File: config.mk
export PLATFORM = sky130hd
export DESIGN_NAME = tournament_predictor
export DESIGN_NICKNAME = d
export VERILOG_FILES = /design/src/rtl/bpu_pkg.sv /design/src/rtl/sat_counter_table.sv /design/src/rtl/tournament_predictor.sv
export SDC_FILE = /design/constraint.sdc
export NUM_CORES = 1
export LEC_CHECK = 0
export BUFFER_PORTS_ARGS = -buffer_cell sky130_fd_sc_hd__buf_4
export CORE_MARGIN = 5
export CORE_UTILIZATION = 38
export CTS_CLUSTER_SIZE = 25
export DETAILED_ROUTE_END_ITERATION = 7
export GPL_ROUTABILITY_DRIVEN = 0
export PLACE_DENSITY = 0.59
export SLEW_MARGIN = 30
export SYNTH_ARGS = -nofsm -noshare
export SYNTH_HDL_FRONTEND = slang
export SYNTH_HIERARCHICAL = 1
export SYNTH_SLANG_ARGS = --single-unit
File: constraint.sdc
create_clock -name in_Clk -period 4.32 [get_ports in_Clk]
set_input_delay 0.432 -clock in_Clk [delete_from_list [all_inputs] [get_ports in_Clk]]
set_output_delay 0.432 -clock in_Clk [all_outputs]
set_load 0.01 [all_outputs]
File: src/rtl/bpu_pkg.sv
// Shared branch-predictor definitions: predictor mode encodings and
// saturating-counter helpers used by every counter table.
package bpu_pkg;

    localparam int unsigned MODE_TOURNAMENT = 0;
    localparam int unsigned MODE_BIMODAL    = 1;
    localparam int unsigned MODE_GSHARE     = 2;

    // Weakly-not-taken value: one below the taken threshold.
    function automatic int unsigned weak_nt(input int unsigned cnt_w);
        return (32'd1 << (cnt_w - 32'd1)) - 32'd1;
    endfunction

    function automatic int unsigned sat_inc(input int unsigned cnt, input int unsigned cnt_w);
        int unsigned max_v;
        max_v = (32'd1 << cnt_w) - 32'd1;
        return (cnt >= max_v) ? max_v : cnt + 32'd1;
    endfunction

    function automatic int unsigned sat_dec(input int unsigned cnt);
        return (cnt == 32'd0) ? 32'd0 : cnt - 32'd1;
    endfunction

endpackage

File: src/rtl/sat_counter_table.sv
// Table of saturating counters with one combinational read port and one
// read-modify-write update port; reads see the pre-update value.
module sat_counter_table
    import bpu_pkg::*;
#(
    parameter int unsigned IDX_W = 6,
    parameter int unsigned CNT_W = 2
) (
    input  logic             clk_i,
    input  logic             rst_i,
    input  logic [IDX_W-1:0] rd_idx_i,
    output logic [CNT_W-1:0] rd_cnt_c_o,
    input  logic             upd_en_i,
    input  logic [IDX_W-1:0] upd_idx_i,
    input  logic             upd_inc_i,
    output logic [CNT_W-1:0] upd_cnt_c_o
);

    localparam int unsigned      ENTRIES = 32'd1 << IDX_W;
    localparam logic [CNT_W-1:0] CNT_RST = CNT_W'(weak_nt(CNT_W));

    logic [CNT_W-1:0] cnt_q [ENTRIES];
    logic [CNT_W-1:0] upd_val_d;

    assign rd_cnt_c_o  = cnt_q[rd_idx_i];
    assign upd_cnt_c_o = cnt_q[upd_idx_i];

    always_comb begin
        upd_val_d = upd_cnt_c_o;
        if (upd_inc_i) begin
            upd_val_d = CNT_W'(sat_inc(32'(upd_cnt_c_o), CNT_W));
        end else begin
            upd_val_d = CNT_W'(sat_dec(32'(upd_cnt_c_o)));
        end
    end

    always_ff @(posedge clk_i or posedge rst_i) begin
        if (rst_i) begin
            for (int unsigned i = 0; i < ENTRIES; i++) begin
                cnt_q[i] <= CNT_RST;
            end
        end else if (upd_en_i) begin
            cnt_q[upd_idx_i] <= upd_val_d;
        end
    end

endmodule

File: src/rtl/tournament_predictor.sv
// Tournament branch predictor: bimodal and gshare tables arbitrated by a
// per-PC chooser, with a speculatively shifted, repairable global history.
module tournament_predictor
    import bpu_pkg::*;
#(
    parameter int unsigned PC_W  = 9,
    parameter int unsigned IDX_W = 6,
    parameter int unsigned GHR_W = 6,
    parameter int unsigned CNT_W = 2,
    parameter int unsigned MODE  = 0
) (
    input  logic             in_Clk,
    input  logic             in_Rst,
    input  logic             in_pred_valid,
    input  logic [PC_W-1:0]  in_pred_PC,
    output logic             out_pred_valid,
    output logic             out_prediction,
    output logic [GHR_W-1:0] out_pred_ghr,
    input  logic             in_upd_valid,
    input  logic [PC_W-1:0]  in_upd_PC,
    input  logic [GHR_W-1:0] in_upd_ghr,
    input  logic             in_upd_taken,
    input  logic             in_upd_mispredict
);

    logic [GHR_W-1:0] ghr_q, ghr_d;
    logic [GHR_W-1:0] pghr_q, pghr_d;
    logic             valid_q, valid_d;
    logic             pred_q, pred_d;

    logic [IDX_W-1:0] pred_bidx, pred_gidx, upd_bidx, upd_gidx;
    logic [CNT_W-1:0] bim_rd, gsh_rd, cho_rd;
    logic [CNT_W-1:0] bim_upd, gsh_upd, cho_upd;
    logic             lookup_pred;
    logic             bim_upd_p, gsh_upd_p;
    logic             cho_upd_en, cho_inc;
    logic             unused_c;

    assign pred_bidx = in_pred_PC[IDX_W-1:0];
    assign pred_gidx = pred_bidx ^ IDX_W'(ghr_q);
    assign upd_bidx  = in_upd_PC[IDX_W-1:0];
    assign upd_gidx  = upd_bidx ^ IDX_W'(in_upd_ghr);

    // Upper PC bits and the chooser's update-side read are not needed.
    assign unused_c = ^{in_pred_PC, in_upd_PC, cho_upd};

    assign bim_upd_p  = bim_upd[CNT_W-1];
    assign gsh_upd_p  = gsh_upd[CNT_W-1];
    assign cho_upd_en = in_upd_valid && (MODE == MODE_TOURNAMENT) && (bim_upd_p != gsh_upd_p);
    assign cho_inc    = (gsh_upd_p == in_upd_taken);

    sat_counter_table #(.IDX_W(IDX_W), .CNT_W(CNT_W)) u_bim (
        .clk_i      (in_Clk),
        .rst_i      (in_Rst),
        .rd_idx_i   (pred_bidx),
        .rd_cnt_c_o (bim_rd),
        .upd_en_i   (in_upd_valid),
        .upd_idx_i  (upd_bidx),
        .upd_inc_i  (in_upd_taken),
        .upd_cnt_c_o(bim_upd)
    );

    sat_counter_table #(.IDX_W(IDX_W), .CNT_W(CNT_W)) u_gsh (
        .clk_i      (in_Clk),
        .rst_i      (in_Rst),
        .rd_idx_i   (pred_gidx),
        .rd_cnt_c_o (gsh_rd),
        .upd_en_i   (in_upd_valid),
        .upd_idx_i  (upd_gidx),
        .upd_inc_i  (in_upd_taken),
        .upd_cnt_c_o(gsh_upd)
    );

    sat_counter_table #(.IDX_W(IDX_W), .CNT_W(CNT_W)) u_cho (
        .clk_i      (in_Clk),
        .rst_i      (in_Rst),
        .rd_idx_i   (pred_bidx),
        .rd_cnt_c_o (cho_rd),
        .upd_en_i   (cho_upd_en),
        .upd_idx_i  (upd_bidx),
        .upd_inc_i  (cho_inc),
        .upd_cnt_c_o(cho_upd)
    );

    always_comb begin
        lookup_pred = bim_rd[CNT_W-1];
        case (MODE)
            MODE_BIMODAL: lookup_pred = bim_rd[CNT_W-1];
            MODE_GSHARE:  lookup_pred = gsh_rd[CNT_W-1];
            default:      lookup_pred = cho_rd[CNT_W-1] ? gsh_rd[CNT_W-1] : bim_rd[CNT_W-1];
        endcase
    end

    // Mispredict repair takes priority over a same-cycle speculative shift.
    always_comb begin
        valid_d = in_pred_valid;
        pred_d  = 1'b0;
        pghr_d  = '0;
        ghr_d   = ghr_q;
        if (in_pred_valid) begin
            pred_d = lookup_pred;
            pghr_d = ghr_q;
            ghr_d  = GHR_W'({ghr_q, lookup_pred});
        end
        if (in_upd_valid && in_upd_mispredict) begin
            ghr_d = GHR_W'({in_upd_ghr, in_upd_taken});
        end
    end

    always_ff @(posedge in_Clk or posedge in_Rst) begin
        if (in_Rst) begin
            ghr_q   <= '0;
            pghr_q  <= '0;
            valid_q <= 1'b0;
            pred_q  <= 1'b0;
        end else begin
            ghr_q   <= ghr_d;
            pghr_q  <= pghr_d;
            valid_q <= valid_d;
            pred_q  <= pred_d;
        end
    end

    assign out_pred_valid = valid_q;
    assign out_prediction = pred_q;
    assign out_pred_ghr   = pghr_q;

endmodule

==> impl_metrics.ini, run 1 <==
[sta]
tightest_slew_ns = 1.05
hold_viol_final = 0
finalCritPeriodShare_pct = 86.3
setup_viol = 0
report.final.slew_viol_count = 0
period_needed_ns = 3.73
rsz0062_at_grt = false
finalSetupTns_ns = 0
finalWorstSetupSlack_ns = 0.592
max_freq_ghz = 0.268
finClkSkew_ns = 0.0450
relSlewSlack_pct = 29.5

[power_and_ir_drop]
ir_worst_vdd_v = 0.000296
p_leak_nw = 9.59
powerDensity_nw_per_um2 = 453

[clock_network]
path_clk_slew_ns = 0.06
clk_latency_ns = 0.60
cts_tree = built
cts_made_buffers = 46
htreeDepth = 2
clockBufferDepth = 3
cts.sinks = 398
cts_setup_buffers = 0
root_buffer = clkbuf_16

[cells_and_area]
drive_above_1_share_pct = 36.8
finalNetCount = 2006
syn2layout_area_growth_pct = 13.3
n_antenna_cell = 0
final_area_um2 = 24000

[critical_path]
critPathLaunchType = primary input
max_stage_delay_ns = 0.54
critPathSlowestCell = mux4_2
cp.arrival_ns = 4.21
path_max_fanout = 37
reg2reg_slack_ns = 0.61
crit_type = in2reg
required_ns = 4.80
crit_chain = buf_4, xor2_4, buf_12, mux4_2, a221oi_1, nor2_1, nor4_4, inv_1, xor2_1, and2_1, nor2b_1, nand2_1, buf_4, nor2_1, mux2_2
critPathCaptureType = register

[grt]
grt_pass1_wl_um = 95600
grt_max_degree = 69
grt_overflow_total = 0
grt_pass1_vias = 15900
antenna_found_initial = 1
track_usage_pct = 20.0

[routing]
routedWlPerCell_um = 22.1
via_per_inst = 5.72
drc_errors = 0
first_pass_iters = 5
wl_um = 61000
route.vias.total = 15800
drtIter0Drc = 1333
final_antenna_net_count = 0

[yosys]
synth_area_um2 = 21200
syn_avg_cell_area_um2 = 10.9
ys_warn_count = 6
syn-num-nets = 1982
postSynthCellCount = 1952

[floorplanning]
dieWidth_um = 246
coreArea_um2 = 55200
io_pins = 38
design.die.area_um2 = 60700
fp.dieH_um = 246
rows = 86
initial_core_util_pct = 38.5

[placed_design]
pre_cts_ws_ns = 0.0973
dp_hpwl_um = 40100
io_buffers = 31
place_area_um2 = 22500

[flow_run]
cap_violations = 0

[run_status]
status = finished clean

[hold_path]
hp-class = in2reg
area by class of cell:
class                   instances  area, µm²
clock buffers                  74       1320
clock inverters                12        155
fillers                      5207      31200
inverters                      22       92.6
multi-input cells            1387      10300
flip-flops and latches        398      10200
well taps                     748        936
repair buffers                121       1040
report_power, final:
group | total [W] | internal, W | switching [W]
logic | 0.00209 | 0.000887 | 0.00120
clock network | 0.00384 | 0.00222 | 0.00162
registers | 0.00497 | 0.00458 | 0.000386
final timing paths:
kind,start,endpoint,cells after the start
min reg2reg,u_gsh/cnt_q[118],u_gsh/cnt_q[118],2
max reg2reg,u_bim/cnt_q[107],u_cho/cnt_q[19],13
min in group asynchronous,in_Rst,ghr_q[0],3
min,in_upd_ghr[3],ghr_q[4],3
max,in_upd_ghr[0],u_cho/cnt_q[19],15
max in group asynchronous,in_Rst,u_cho/cnt_q[10],4
per-stage QoR:
step,hold WS (ns),std cells,utilization [%],total power (W)
final,0.139,2762,43.5,0.0109
after global routing,0.119,2762,43.5,0.0114
after CTS,0.0998,2762,43.5,0.0110
after detailed placement,0.455,2674,40.8,0.00711
after global placement,0.452,2674,40.8,0.00702
after floorplan,0.321,1952,-,0.00645
placed cells by master (no fill, tap or decap), types with 26 or more instances in the layout:
| cell | instances |
|---|---|
| nor2_1 | 63 |
| dfrtp_1 | 206 |
| o21ai_2 | 53 |
| mux2_2 | 169 |
| clkbuf_16 | 46 |
| o21ai_0 | 196 |
| mux4_2 | 102 |
| dfstp_2 | 192 |
| buf_4 | 109 |
| a22oi_1 | 31 |
| o31ai_1 | 26 |
| nand2_1 | 447 |
state kept, by name, indices dropped and copies added, names as in the netlist:
register	flops
ghr_q	6
out_pred_ghr	6
out_pred_valid	1
out_prediction	1
u_bim/cnt_q	128
u_cho/cnt_q	128
u_gsh/cnt_q	128
critical path, delay by kind of cell:
kind / cells / cell delay (ns)
AOI/OAI and AO/OA: 1 / 0.47
and+or+nand+nor: 6 / 1.28
muxes: 2 / 0.90
xor gates and xnor gates: 2 / 0.32
buffers and inverters: 4 / 0.76
per-layer routing:
layer,global-route usage (%),up-vias,part of all wire [%]
li1,-,7111,-
met1,28.6,8011,44
met2,30.5,548,45
met3,4.86,115,7.7
met4,5.97,2,3.2
met5,0,-,0.030
timing repair:
item	4_1_cts	5_1_grt
hold endpoints to repair	15	0
hold buffers	2	0
resized for setup	0	0
Power figures use the tool's default switching activity.
==> inputs of run 2 (changes only) <==
--- a/config.mk
+++ b/config.mk
@@ -15,5 +15,4 @@
 export SLEW_MARGIN = 30
 export SYNTH_ARGS = -nofsm -noshare
 export SYNTH_HDL_FRONTEND = slang
-export SYNTH_HIERARCHICAL = 1
 export SYNTH_SLANG_ARGS = --single-unit
==> impl_metrics.ini, run 2 <==
[run_status]
status = finished clean

[cells_and_area]
final_cell_mix = 457 x nand2_1, 367 x o21ai_0, 206 x dfrtp_1, 192 x dfstp_2, 138 x a21oi_1
drive_above_1_share_pct = 24.9
finalNetCount = 2158
final_common_cell = nand2_1
final_core_util_pct = 43.7
fin_cells = 2859
syn2layout_area_growth_pct = 13.8
reg_top3 = u_bim.cnt_q x128, u_cho.cnt_q x128, u_gsh.cnt_q x128

[yosys]
synth_edf_count = 0
synth_area_um2 = 20700
synthFlopType = dfrtp_1
synthTopCellsByCount = 457 x nand2_1, 367 x o21ai_0, 206 x dfrtp_1, 192 x dfstp_2, 138 x a21oi_1
synth.ff_latch_count = 398
yosys-top-cells-area = dfrtp_1 25%, dfstp_2 24%, mux4_2 10%
seq_area_frac_synth_pct = 49.2
synth_top_area_share_pct = 24.9
syn-num-nets = 2131
yosysMostFrequentCell = nand2_1
postSynthCellCount = 2101
syn_avg_cell_area_um2 = 9.86
yosysUniqueCellTypes = 69
synth.largest_area_cell = dfrtp_1
synth-async-reset-ratio_pct = 100
ys_warn_count = 0

[routing]
final_antenna_net_count = 0
via_per_inst = 5.98
routedWlPerCell_um = 23.4
drtIter0Drc = 1804
wl_um = 66800
first_pass_iters = 6
drc_errors = 0
route.vias.total = 17100

[sta]
max_freq_ghz = 0.280
rsz0062_at_grt = false
finalSetupTns_ns = 0
hold_viol_final = 0
finalWorstSetupSlack_ns = 0.752
finClkSkew_ns = 0.0357
relSlewSlack_pct = 34.7
report.final.slew_viol_count = 0
setup_viol = 0
finalCritPeriodShare_pct = 82.6
worst_hold_slack_ns = 0.0397
period_needed_ns = 3.57
tightest_slew_ns = 0.975

[floorplanning]
design.die.area_um2 = 59300
coreArea_um2 = 53900
rows = 85
io_pins = 38
initial_core_util_pct = 38.4
fp.dieH_um = 243
dieWidth_um = 243

[critical_path]
critPathCaptureType = register
r2r_cells = 9
path_max_fanout = 21
r2r_start = u_bim.cnt_q[113]
cp.arrival_ns = 4.06
crit_chain = buf_4, buf_4, and2b_1, a221oi_1, nor2_1, o21ai_0, o21ai_0, nor3_2, and2_1, o31ai_1, o21ai_0
reg2reg_slack_ns = 0.83
r2r_end = u_cho.cnt_q[108]
cp_num_buf_inv = 2
path_delay_family = simple AND/OR/NAND/NOR gates
required_ns = 4.81
crit_top_cell = o21ai_0
critPathSlowestCell = and2_1
critPathLaunchType = primary input
max_stage_delay_ns = 0.84
crit_type = in2reg

[hold_path]
hp-class = in2reg
min_to = out_pred_valid
worstHoldStart = in_pred_valid
worstHoldPathCells = 1

[clock_network]
cts_made_buffers = 43
cts_setup_buffers = 0
cts_tree = built
cts.sinks = 398
path_clk_slew_ns = 0.06
clk_latency_ns = 0.58
htreeDepth = 2
clockBufferDepth = 3
root_buffer = clkbuf_16

[placed_design]
pre_cts_ws_ns = 0.177
io_buffers = 31
place_inst = 2778
dp_hpwl_um = 45100

[grt]
antenna_found_initial = 3
track_usage_pct = 22.2
grt_max_degree = 89
grt_overflow_total = 0
grt_pass1_wl_um = 104000
grt_pass1_vias = 17100

[power_and_ir_drop]
powerDensity_nw_per_um2 = 475
p_leak_nw = 9.16
ir_worst_vdd_v = 0.000231

[flow_run]
cap_violations = 0
run 2: how the worst max path moves through the flow:
stage	start	slack (ns)	end	cells after the start
2_1_floorplan	in_Rst	-1.31	ghr_q[0]	1
4_1_cts	in_upd_PC[1]	0.84	u_cho.cnt_q[114]	9
3_3_place_gp	in_upd_PC[1]	0.26	u_cho.cnt_q[106]	9
5_1_grt	in_upd_PC[0]	0.45	u_cho.cnt_q[102]	11
6_report	in_upd_PC[1]	0.75	u_cho.cnt_q[108]	11
3_5_place_dp	in_upd_PC[1]	0.18	u_cho.cnt_q[114]	9
run 2: per-layer routing:
| layer | track usage [%] | share of wire, % | up-vias |
|---|---|---|---|
| met5 | 0 | 0.019 | - |
| met4 | 7.16 | 3.1 | 2 |
| met3 | 5.37 | 8.6 | 150 |
| met2 | 33.4 | 45 | 741 |
| met1 | 31.8 | 44 | 8515 |
| li1 | - | - | 7697 |
run 2: through the flow:
stage / area (µm²) / power [W]
2_1_floorplan: 20700 / 0.00657
3_3_place_gp: 22100 / 0.00736
3_5_place_dp: 22200 / 0.00746
4_1_cts: 23600 / 0.0112
5_1_grt: 23600 / 0.0117
6_report: 23600 / 0.0112
run 2: kinds of logic (layout without fill, tap and decap cells):
group	Yosys count	in the layout	share of synthesized area [%]
and+or+nand+nor	666	666	13.2
muxes	150	150	13.0
other	0	2	0
buffers and inverters	150	210	3.38
xor gates and xnor gates	20	20	0.991
adders and majority gates	2	2	0.103
DFF	398	398	49.2
AOI/OAI and AO/OA	715	715	20.1
run 2: area by class of cell:
| class | count | area (µm²) |
|---|---|---|
| inverter | 9 | 37.5 |
| clock inverter | 14 | 155 |
| fill | 5082 | 30300 |
| sequential | 398 | 10200 |
| multi-input combinational | 1553 | 9900 |
| tap | 696 | 871 |
| clock buffer | 64 | 1250 |
| timing repair buffer | 123 | 1160 |
| antenna | 2 | 5.00 |
run 2: what timing repair did:
item | CTS | global route
hold buffers | 1 | 0
endpoints found under the hold margin | 5 | 0
resized for setup | 0 | 0
run 2: power breakdown:
part	switching, W	internal, W	leakage [nW]	total, W
Sequential	0.000453	0.00463	4.80	0.00509
Clock	0.00157	0.00219	0.697	0.00375
Combinational	0.00142	0.000930	3.67	0.00235
Total	0.00344	0.00775	9.16	0.0112
